## src/rtl/refund_dispenser.sv

```systemverilog
// Coin refund dispenser: pays a cents amount out of three hoppers, largest
// eligible coin first, with one shared eject acknowledge and an ack timeout.
module refund_dispenser #(
  parameter int unsigned HI_VAL      = 1000,
  parameter int unsigned LO_VAL      = 100,
  parameter int unsigned HALF_VAL    = 50,
  parameter int unsigned ACK_TIMEOUT = 255
) (
  input  logic        i_clk,
  input  logic        i_rst,
  input  logic        i_refund_req,
  input  logic [31:0] i_refund_amt,
  input  logic        i_eject_ack,
  input  logic        i_empty_hi,
  input  logic        i_empty_lo,
  input  logic        i_empty_half,
  output logic        o_eject_hi,
  output logic        o_eject_lo,
  output logic        o_eject_half,
  output logic        o_busy,
  output logic        o_done,
  output logic        o_fault,
  output logic [31:0] o_remaining,
  output logic [7:0]  o_coin_count
);

  localparam int unsigned AMT_W  = 32;
  localparam int unsigned CNT_W  = 8;
  // Wait counter only needs to hold 0 .. ACK_TIMEOUT-1 (ACK_TIMEOUT >= 1 assumed)
  localparam int unsigned WAIT_W = (ACK_TIMEOUT > 2) ? $clog2(ACK_TIMEOUT) : 1;
  localparam logic [WAIT_W-1:0] WAIT_LAST = WAIT_W'(ACK_TIMEOUT - 1);
  localparam logic [CNT_W-1:0]  CNT_MAX   = '1;

  localparam logic [2:0] S_IDLE    = 3'd0;
  localparam logic [2:0] S_SELECT  = 3'd1;
  localparam logic [2:0] S_EJECT   = 3'd2;
  localparam logic [2:0] S_RELEASE = 3'd3;
  localparam logic [2:0] S_DONE    = 3'd4;

  // One-hot coin codes, bit order {hi, lo, half} matches the eject lines
  localparam logic [2:0] C_NONE = 3'b000;
  localparam logic [2:0] C_HI   = 3'b100;
  localparam logic [2:0] C_LO   = 3'b010;
  localparam logic [2:0] C_HALF = 3'b001;

  logic [2:0]        r_state;
  logic [2:0]        r_coin;
  logic [2:0]        r_eject;
  logic [WAIT_W-1:0] r_wait;
  logic [AMT_W-1:0]  r_remaining;
  logic [CNT_W-1:0]  r_coin_count;
  logic              r_fault;
  logic              r_busy;
  logic              r_done;

  logic [2:0]        w_state_nxt;
  logic [2:0]        w_coin_nxt;
  logic [2:0]        w_eject_nxt;
  logic [WAIT_W-1:0] w_wait_nxt;
  logic [AMT_W-1:0]  w_remaining_nxt;
  logic [CNT_W-1:0]  w_coin_count_nxt;
  logic              w_fault_nxt;
  logic [AMT_W-1:0]  w_coin_val;
  logic              w_hi_ok;
  logic              w_lo_ok;
  logic              w_half_ok;

  // A coin is eligible only if its hopper has coins and it cannot underflow
  assign w_hi_ok   = !i_empty_hi   && (r_remaining >= AMT_W'(HI_VAL));
  assign w_lo_ok   = !i_empty_lo   && (r_remaining >= AMT_W'(LO_VAL));
  assign w_half_ok = !i_empty_half && (r_remaining >= AMT_W'(HALF_VAL));

  // Value of the coin latched for the current eject
  always_comb begin
    w_coin_val = '0;
    case (r_coin)
      C_HI:    w_coin_val = AMT_W'(HI_VAL);
      C_LO:    w_coin_val = AMT_W'(LO_VAL);
      C_HALF:  w_coin_val = AMT_W'(HALF_VAL);
      default: w_coin_val = '0;
    endcase
  end

  // Next-state and next-output logic
  always_comb begin
    w_state_nxt      = r_state;
    w_coin_nxt       = r_coin;
    w_eject_nxt      = r_eject;
    w_wait_nxt       = r_wait;
    w_remaining_nxt  = r_remaining;
    w_coin_count_nxt = r_coin_count;
    w_fault_nxt      = r_fault;
    case (r_state)
      S_IDLE: begin
        if (i_refund_req) begin
          w_remaining_nxt  = i_refund_amt;
          w_coin_count_nxt = '0;
          w_fault_nxt      = 1'b0;
          w_state_nxt      = (i_refund_amt == '0) ? S_DONE : S_SELECT;
        end
      end
      S_SELECT: begin
        w_wait_nxt = '0;
        if (w_hi_ok) begin
          w_coin_nxt  = C_HI;
          w_state_nxt = S_EJECT;
        end else if (w_lo_ok) begin
          w_coin_nxt  = C_LO;
          w_state_nxt = S_EJECT;
        end else if (w_half_ok) begin
          w_coin_nxt  = C_HALF;
          w_state_nxt = S_EJECT;
        end else begin
          w_fault_nxt = (r_remaining != '0);
          w_state_nxt = S_DONE;
        end
      end
      S_EJECT: begin
        // First EJECT cycle raises the line; ack is honoured only while it is up
        if (r_eject == C_NONE) begin
          w_eject_nxt = r_coin;
        end else if (i_eject_ack) begin
          w_eject_nxt     = C_NONE;
          w_remaining_nxt = r_remaining - w_coin_val;
          if (r_coin_count != CNT_MAX) begin
            w_coin_count_nxt = r_coin_count + CNT_W'(1);
          end
          w_state_nxt = S_RELEASE;
        end else if (r_wait == WAIT_LAST) begin
          w_eject_nxt = C_NONE;
          w_fault_nxt = 1'b1;
          w_state_nxt = S_DONE;
        end else begin
          w_wait_nxt = r_wait + WAIT_W'(1);
        end
      end
      S_RELEASE: begin
        if (!i_eject_ack) begin
          w_state_nxt = S_SELECT;
        end
      end
      S_DONE: begin
        w_state_nxt = S_IDLE;
      end
      default: begin
        w_eject_nxt = C_NONE;
        w_state_nxt = S_IDLE;
      end
    endcase
  end

  // State and registered outputs
  always_ff @(posedge i_clk or negedge i_rst) begin
    if (!i_rst) begin
      r_state      <= S_IDLE;
      r_coin       <= C_NONE;
      r_eject      <= C_NONE;
      r_wait       <= '0;
      r_remaining  <= '0;
      r_coin_count <= '0;
      r_fault      <= 1'b0;
      r_busy       <= 1'b0;
      r_done       <= 1'b0;
    end else begin
      r_state      <= w_state_nxt;
      r_coin       <= w_coin_nxt;
      r_eject      <= w_eject_nxt;
      r_wait       <= w_wait_nxt;
      r_remaining  <= w_remaining_nxt;
      r_coin_count <= w_coin_count_nxt;
      r_fault      <= w_fault_nxt;
      r_busy       <= (w_state_nxt != S_IDLE);
      r_done       <= (w_state_nxt == S_DONE);
    end
  end

  assign o_eject_hi   = r_eject[2];
  assign o_eject_lo   = r_eject[1];
  assign o_eject_half = r_eject[0];
  assign o_busy       = r_busy;
  assign o_done       = r_done;
  assign o_fault      = r_fault;
  assign o_remaining  = r_remaining;
  assign o_coin_count = r_coin_count;

endmodule

```

## config.mk

```make
export PLATFORM = sky130hd
export DESIGN_NAME = refund_dispenser
export DESIGN_NICKNAME = d
export VERILOG_FILES = /design/src/rtl/refund_dispenser.sv
export SDC_FILE = /design/constraint.sdc
export NUM_CORES = 1
export LEC_CHECK = 0
export ABC_AREA = 1
export BUFFER_PORTS_ARGS = -buffer_cell sky130_fd_sc_hd__buf_2
export CORE_AREA = 2 2 131 101
export DETAILED_ROUTE_END_ITERATION = 8
export DIE_AREA = 0 0 133 103
export HOLD_SLACK_MARGIN = 0.12
export PLACE_DENSITY_LB_ADDON = 0.1
export SYNTH_ARGS = -nofsm -noshare
export SYNTH_HDL_FRONTEND = slang
export SYNTH_SLANG_ARGS = --single-unit
```

## constraint.sdc

```tcl
create_clock -name i_clk -period 2.75 [get_ports i_clk]
set_input_delay 0.4125 -clock i_clk [delete_from_list [all_inputs] [get_ports i_clk]]
set_output_delay 0.4125 -clock i_clk [all_outputs]
set_load 0.005 [all_outputs]
```

==> summary.md <==
| Metric | Value |
|---|---|
| Most common cell in the netlist | nand2_1 |
| Clock sink total | 60 |
| R2R depth | 13 |
| WP data required | 2980 ps |
| Iteration-0 DRC Markers | around 300 |
| Post-Place Cells | 957 |
| Layout fillers | 1358 |
| Pleak | 2.87 nW |
| Synth async-reset ratio | 100% |
| Port Buffer Count | 84 |
| Seq/Total Area, Yosys | approximately a third |
| First drt pass iteration count | 5 |
| Worst R2R Start | r_coin[2] |
| Avg Vias per Cell | between 5 and 6 |
| First-pass GRT wire length | approximately 24000 um |
| CP Launch Type | flip-flop |
| CTS Buf Count | 9 |
| Normalized max-slew margin | 56.2% |
| Post-synthesis cell area | 4620 um^2 |
| Drc violations | 0 |
| Clock Path Buffers | 2 |
| Routed wl met2 | 6380 um |
| Worst setup margin | around 200 ps |
| Hold Violations, Final | 0 |
| Nets@finish | 850 |
| Worst-margin pin slew | 653 ps |
| Fin crit period | 2550 ps |
| Top Ports | 85 |
| Yosys cell types | between 40 and 50 |
| Initial core utilization | 36.7% |
| Placement Setup Slack | 5.06 ps |
| Reg-to-reg critical path endpoint | o_remaining[15] |
| Post-route ant nets | 0 |
| Initial antenna violation count | 0 |
| Die Height | 103 um |
| Worst-path clk slew | 60 ps |
| Top Layer Used | met4 |
| Worst Hold Path EP | o_remaining[0] |
| Worst-skew pair later-pin latency | approximately 340 ps |
| Met3 wire length | between 600 and 700 um |
| Final Util | 44.6% |
| GRT overflow | 0 |
| Area of the core | 12600 um^2 |
| RSZ-0062 raised after global routing | yes |
| Arr. time, crit path | 2780 ps |
| DRT Wirelength | 14400 um |
| CP Capture Type | flip-flop |
| Max capacitance violation total | 0 |
| Clock skew | 6.30 ps |
| WHS Path Cells | 3 |
| CTS tree | done |
| Number of synthesized flops with an enable pin | 0 |
| Die area | 13700 um^2 |
| Routed wire per std cell | ~15 um |
| Crit Path Category | flip-flop to flip-flop |
| Post-Layout Cell Count | ~970 |
| Syn_area_per_cell | 6.49 um^2 |
| Peak supply drop | 0.399 mV |
| Hold Path Origin | i_refund_amt[0] |
| Seq cells post-synth | 60 |
| Vias in the first global route | about 4.7k |
| Area delta synth->final | 21.3% |
| Root buffer cell | clkbuf_16 |
| Layout cell share with drive strength beyond 1 | between 15 and 20% |
| Worst hold-check path type | primary input to flip-flop |
| Fmax | about 400 MHz |
| GPL Wtd Cong | about 0.95 |
| Top cell type's share of synthesized area | 32.5% |
| Largest net degree at the start of global routing | 36 |
| Routed via count | 4887 |
| Post-Syn Instances | 711 |
| Pwr/cell area | between 1000 and 1500 nW/um^2 |
| Setup violators final | 0 |
| Detailed-placement wirelength estimate | 11100 um |
| H-tree depth | 3 |
| Total setup buffers inserted after CTS | 0 |
| R2R setup slack | ~200 ps |
| Final Slew Violations | 0 |
| Top FF cell, synth | dfrtp_1 |
| Status | completed |
| YS warnings | 0 |
| Commonest cells in the netlist | 194 x nand2_1, 108 x inv_1, 84 x nor2_1 |
| Tcrit/Tclk final | 92.8% |
| Die Wd | 133 um |
| DRT met1 WL | around 7100 um |
| Leading area contributor after synthesis | dfrtp_1 |
| Synthesized Nets | approximately 760 |
| Max FO, Critical Path | 6 |
| Row count | 36 |
| Antenna Diode Count | 0 |
| Area contributors post-synth | dfrtp_1 33%, nand2_1 16%, inv_1 8.8% |
| GRT Total Usage | ~22% |
sequential cells by signal (all words and copies together) (netlist names):
register and cells:
o_remaining 32, o_coin_count 8, r_wait 8, r_coin 3, r_eject 3, r_state 3, o_busy 1, o_done 1
o_fault 1
area by class of cell:
class	instances	area, um^2	area share, %
clock buffers	10	229	4.09
inverters	116	435	7.77
clock inverters	6	111	1.99
flip-flops and latches	60	1500	26.8
well taps	171	214	3.82
repair buffers	93	490	8.76
multi-input cells	518	2620	46.8
layout by cell type (no fill, tap or decap), types with 6 or more instances in the layout:
cell type  count
nand2_1      191
inv_1        108
nor2_1        84
buf_2         84
dfrtp_1       60
nand3_1       53
a21oi_1       33
o21ai_0       30
nand4_1       27
xor2_1        12
ha_1          12
nor3_1         9
clkbuf_16      9
nand2_2        8
inv_2          8
o22ai_1        8
buf_4          8
nor2_2         7
o21ai_1        6
how the worst max path moves through the flow:
stage	end	from	cells past startpoint	slack, ps
final	o_remaining[15]	r_coin[2]	13	200
after global routing	o_remaining[15]	r_coin[2]	13	-40
after CTS	o_remaining[10]	r_coin[1]	13	120
after detailed placement	o_remaining[10]	r_coin[1]	13	5
after global placement	o_remaining[10]	r_coin[1]	13	190
after floorplan	o_remaining[21]	r_coin[1]	14	540
through the flow:
stage | power [W] | hold slack, ps | setup TNS, ps | area, um^2
global placement | 0.00562 | 306 | 0 | 5220
global route | 0.00771 | 345 | -41.6 | 5600
detailed placement | 0.00565 | 307 | 0 | 5220
finish | 0.00702 | 334 | 0 | 5600
CTS | 0.00701 | 321 | 0 | 5570
floorplan | 0.00443 | 117 | 0 | 4620
where the power goes:
part | total (W) | internal (W) | switching (W)
combinational | 0.00402 | 0.00136 | 0.00265
sequential | 0.00168 | 0.00124 | 0.000449
clock | 0.00132 | 0.000887 | 0.000434
total | 0.00702 | 0.00348 | 0.00354
repair_timing:
item	in CTS	in global routing
cloned	0	0
gates resized for setup	1	7
endpoints found under the hold margin	11	0
endpoints found under the setup margin	1	18
hold buffers	1	0
cell families (layout without fill, tap and decap cells):
family,Yosys count,count (layout),synth area share [%]
AOI/OAI and AO/OA,91,91,11.0
and+or+nand+nor,401,401,38.9
xor gates and xnor gates,13,13,2.47
buffers and inverters,133,225,11.5
adders and majority gates,13,13,3.69
DFF,60,60,32.5
metal layers:
metal | vias up | global-route usage [%]
met5 | - | 0
met4 | 0 | 6.20
met3 | 22 | 4.13
met2 | 122 | 36.3
met1 | 2293 | 30.3
li1 | 2450 | -
critical path: stages, from the launching register on:
cell,delay [ps]
dfrtp_1,450
inv_1,90
nor3_2,220
inv_1,160
ha_1,380
nand3_1,90
nand2_1,150
nand2_1,70
nand2_1,110
nand3_1,250
a21oi_1,230
o21bai_1,100
nand2_1,90
inv_1,40
Power figures use the tool's default switching activity.
